$ cat src/rtl/local_port_fifo.sv
// Local injection-port packet FIFO between an upstream injector and the router crossbar.
// Handshake-based write (one-cycle grant pulse) and grant-driven pop from the head slot.
module local_port_fifo #(
    parameter int unsigned dataWidth = 32,
    parameter int unsigned DEPTH     = 4,
    parameter int unsigned ADDR_W    = 2
) (
    input  logic                 clk,
    input  logic                 reset,
    input  logic                 ReqUpStr,
    input  logic [dataWidth-1:0] PacketIn,
    output logic                 GntUpStr,
    output logic                 UpStrFull,
    output logic                 ReqDnStr,
    output logic [dataWidth-1:0] PacketOut,
    input  logic                 GntDnStr,
    input  logic                 DnStrFull,
    output logic [ADDR_W:0]      Occupancy
);

    localparam logic [ADDR_W:0] DEPTH_C = (ADDR_W+1)'(DEPTH);
    localparam logic [ADDR_W:0] ONE_C   = (ADDR_W+1)'(1);

    logic [dataWidth-1:0] mem_q [DEPTH];
    logic [ADDR_W-1:0]    wr_ptr_q, wr_ptr_d;
    logic [ADDR_W-1:0]    rd_ptr_q, rd_ptr_d;
    logic [ADDR_W:0]      count_q, count_d;
    logic                 gnt_q, gnt_d;
    logic                 full_q, full_d;
    logic                 write_en;
    logic                 pop_en;

    // A live grant blocks a second write of the request still held during the upstream drop latency.
    assign write_en = ReqUpStr && !gnt_q && (count_q < DEPTH_C);
    assign pop_en   = GntDnStr && (count_q != '0);

    always_comb begin
        wr_ptr_d = wr_ptr_q;
        rd_ptr_d = rd_ptr_q;
        count_d  = count_q;
        gnt_d    = write_en;
        if (write_en) begin
            wr_ptr_d = wr_ptr_q + ADDR_W'(1);
        end
        if (pop_en) begin
            rd_ptr_d = rd_ptr_q + ADDR_W'(1);
        end
        if (write_en && !pop_en) begin
            count_d = count_q + ONE_C;
        end else if (pop_en && !write_en) begin
            count_d = count_q - ONE_C;
        end
        full_d = (count_d == DEPTH_C);
    end

    always_ff @(posedge clk or negedge reset) begin
        if (!reset) begin
            wr_ptr_q <= '0;
            rd_ptr_q <= '0;
            count_q  <= '0;
            gnt_q    <= 1'b0;
            full_q   <= 1'b0;
        end else begin
            wr_ptr_q <= wr_ptr_d;
            rd_ptr_q <= rd_ptr_d;
            count_q  <= count_d;
            gnt_q    <= gnt_d;
            full_q   <= full_d;
        end
    end

    // Storage is not reset; count gating keeps stale words off PacketOut.
    always_ff @(posedge clk) begin
        if (write_en) begin
            mem_q[wr_ptr_q] <= PacketIn;
        end
    end

    assign GntUpStr  = gnt_q;
    assign UpStrFull = full_q;
    assign Occupancy = count_q;
    assign ReqDnStr  = (count_q != '0) && !DnStrFull;
    assign PacketOut = (count_q != '0) ? mem_q[rd_ptr_q] : '0;

endmodule

$ cat config.mk
export PLATFORM = sky130hd
export DESIGN_NAME = local_port_fifo
export DESIGN_NICKNAME = d
export VERILOG_FILES = /design/src/rtl/local_port_fifo.sv
export SDC_FILE = /design/constraint.sdc
export NUM_CORES = 1
export LEC_CHECK = 0
export ABC_AREA = 1
export BUFFER_PORTS_ARGS = -buffer_cell sky130_fd_sc_hd__buf_2
export CAP_MARGIN = 25
export CORE_MARGIN = 3
export CORE_UTILIZATION = 51
export CTS_CLUSTER_DIAMETER = 50
export CTS_CLUSTER_SIZE = 25
export DETAILED_ROUTE_END_ITERATION = 7
export PLACE_DENSITY = 0.72
export REMOVE_ABC_BUFFERS = 1
export SETUP_SLACK_MARGIN = 0.15
export SYNTH_ARGS = -nofsm -noshare
export SYNTH_HDL_FRONTEND = slang
export SYNTH_SLANG_ARGS = --single-unit
$ cat constraint.sdc
create_clock -name clk -period 2.46 [get_ports clk]
set_input_delay 0.123 -clock clk [delete_from_list [all_inputs] [get_ports clk]]
set_output_delay 0.123 -clock clk [all_outputs]
set_load 0.01 [all_outputs]
==> results by group <==
CTS
  – Worst-path clk slew: 60 ps
  – CTS tree: yes
  – Num CTS Buffers: 17
  – Clk Latency, worst-skew pair: 500 ps
  – Num Clock Sinks: 137
  – Clk buf depth: 2
  – Htree depth: 4
  – Cell at the root of the clock tree: clkbuf_8

Worst setup path
  – Most frequent CP cell: inv_1
  – Startpoint types: flip-flop
  – CP delay by family, top: buffers and inverters
  – CP Data Required Time: 2340 ps
  – Worst path bufs/invs: 4
  – Slowest cell delay on critical path: 390 ps
  – Slowest-stage cell, CP: dfrtp_1
  – CP Capture Type: output port
  – Worst Path Arrival: 2040 ps
  – R2R setup slack: 750 ps
  – Sequence of cells on the critical path: inv_1, ha_1, nand2_2, inv_1, buf_4, a21oi_1, buf_2
  – Crit-path max FO: 22
  – Setup CP Type: reg -> out

Final layout
  – Fin nets: 607
  – Final core utilization: 66.8%
  – Multi-input gate area: 1260 um2
  – Area occupied by registers: 4070 um2
  – Area Overhead vs Synth: 26.2%
  – Share of post-route cells with drive strength above 1: 22.0%
  – # fillers: 742
  – Ant diodes: 0

Logic synthesis
  – Synth Cell Area: 5510 um2
  – Register area share after synthesis: 73.8%
  – Yosys reg bits: 137
  – Cells after synthesis: 448
  – Mean Syn Cell Area: 12.3 um2
  – Synth warn: 0
  – Library cells used by synthesis: 22

Global route
  – Initial antenna violation count: 0
  – Grt ovf: 0
  – Vias in the first global route: 3574
  – Largest net degree at the start of global routing: 66
  – All-layer global routing usage: 20.4%
  – First-pass GRT wire length: 18200 um

Power and ir drop
  – Worst VDD drop: 0.000587 V
  – Power Density: 1220 nW/um2
  – Leakage: 2.62 nW

Drt
  – Final wirelength: 11700 um
  – Drt via density: 5.19
  – Antenna viol nets, final: 0
  – First DRT Iteration DRCs: 242
  – Residual DRC: 0
  – Vias: 3692
  – Pre-antenna DRT Iters: 5
  – DR WL/cell: 16.5 um

Timing
  – Hold Fails Final Rpt: 0
  – Setup Skew: 7.45 ps
  – Final worst setup slack: 298 ps
  – Final Cycle Share: 87.9%
  – Slew Limit Fails: 0
  – Fmax: 462 MHz
  – Final setup vio count: 0
  – Worst-margin pin slew: 495 ps
  – Slew headroom: 67.0%
  – Fin Setup TNS: 0 ps
  – Post-route minimum period: 2160 ps
  – RSZ-0062 raised after global routing: false

Worst hold path
  – Worst min path class: in -> reg

Floorplanning
  – Die Span X: 110 um
  – Total core area: 10400 um2
  – I/O pin cnt: 75
  – Row cnt: 37
  – Die Y: 110 um
  – Starting Density: 52.9%
  – Die ar.: 12100 um2

Placed design
  – Gp weighted congestion: 0.758
  – Dpl ws: 756 ps
  – Post-DP HPWL: 6710 um
  – # port buffers: 74

Flow run
  – Max Cap Viol: 0

Outcome
  – Outcome: complete, no violations
[synth_stat cells]
| library cell | number | share of area, % |
|---|---|---|
| inv_1 | 17 | 1.2 |
| nand2_2 | 3 | 0.34 |
| a21oi_4 | 1 | 0.30 |
| edfxtp_1 | 128 | 70 |
| buf_2 | 11 | 1.0 |
| o21ai_0 | 30 | 2.7 |
| nor2_2 | 2 | 0.23 |
| ha_1 | 7 | 1.6 |
| nand2_1 | 10 | 0.68 |
| nand3b_1 | 1 | 0.14 |
| clkbuf_2 | 4 | 0.36 |
| inv_2 | 2 | 0.14 |
| nor4_1 | 1 | 0.11 |
| dfrtp_1 | 9 | 4.1 |
| nand3_1 | 3 | 0.27 |
| xor2_1 | 2 | 0.32 |
| a21oi_1 | 32 | 2.9 |
| clkbuf_1 | 2 | 0.14 |
| nor2_1 | 140 | 9.5 |
| o21ai_1 | 36 | 3.3 |
| buf_6 | 1 | 0.20 |
| buf_4 | 6 | 0.82 |
[per-layer routing]
metal	GRT usage (%)	part of all wire (%)	vias up
met5	0	0	-
met4	6.14	0.97	0
met3	5.13	6.8	11
met2	33.4	49	139
met1	27.2	43	1755
li1	-	-	1787
[state kept, by name, indices dropped and copies added, names as in the netlist]
register / flops
GntUpStr: 1
Occupancy: 3
UpStrFull: 1
mem_q: 128
rd_ptr_q: 2
wr_ptr_q: 2
[stage by stage]
step	hold slack, ps	area [um2]	power (mW)	cells
2_1_floorplan	-173	5380	4.92	424
3_3_place_gp	-12.5	6050	6.10	645
3_5_place_dp	-6.70	6050	6.18	645
4_1_cts	13.9	6960	8.56	712
5_1_grt	61.3	6960	9.03	712
6_report	35.4	6960	8.52	712
[where the power goes]
part | switching [mW] | internal (mW) | total, mW
sequential | 0.118 | 2.95 | 3.06
clock | 0.898 | 1.43 | 2.33
combinational | 2.02 | 1.10 | 3.12
[placed cells by master (no fill, tap or decap), types with 2 or more instances in the layout]
cell type	instances
edfxtp_1	128
buf_2	74
nand3_1	3
a21oi_1	32
dfrtp_1	8
dlygate4sd3_1	35
buf_4	8
nand2_2	3
clkbuf_16	16
clkbuf_1	2
nand2_1	10
bufinv_16	2
nor2_1	136
ha_1	7
inv_1	17
buf_12	2
clkinv_2	6
xor2_1	2
clkinvlp_4	3
o21ai_0	30
nor2_2	2
o21ai_1	36
nor2_4	4
[final timing paths]
path,from,to,depth (start not counted)
worst max-delay path,Occupancy[0],PacketOut[3],7
worst min-delay path,GntDnStr,rd_ptr_q[0],5
worst max register to register,GntUpStr,mem_q[3][13],4
worst min register to register,Occupancy[2],GntUpStr,1
max in group asynchronous,reset,rd_ptr_q[0],3
min in group asynchronous,reset,wr_ptr_q[0],3
[cells by family (layout without fill, tap and decap cells)]
| logic type | Yosys count | count (layout) | share of synthesized area, % |
|---|---|---|---|
| and+or+nand+nor | 160 | 160 | 11.3 |
| DFF | 137 | 137 | 73.8 |
| AOI/OAI and AO/OA | 99 | 99 | 9.19 |
| buffers and inverters | 43 | 171 | 3.81 |
| adders and majority gates | 7 | 7 | 1.59 |
| xor gates and xnor gates | 2 | 2 | 0.318 |
[worst min-delay path: cells and delay by family]
kind | cells | cell delay (ps)
AOI/OAI and AO/OA | 1 | 50
buffers and inverters | 2 | 210
and+or+nand+nor | 2 | 120
[cell type report]
cell class / count / share of cell area, %
sequential: 137 / 58.5
clock buffer: 19 / 6.06
inverter: 19 / 1.04
tap: 136 / 2.44
timing repair buffer: 120 / 12.0
clock inverter: 13 / 1.85
multi-input combinational: 268 / 18.2
[timing repair]
action	4_1_cts	5_1_grt
gates resized for setup	0	2
endpoints found under the setup margin	0	18
hold endpoints to repair	138	0
hold buffers	35	0
setup buffers	0	0
No activity file was read; power rests on OpenSTA's default activity.
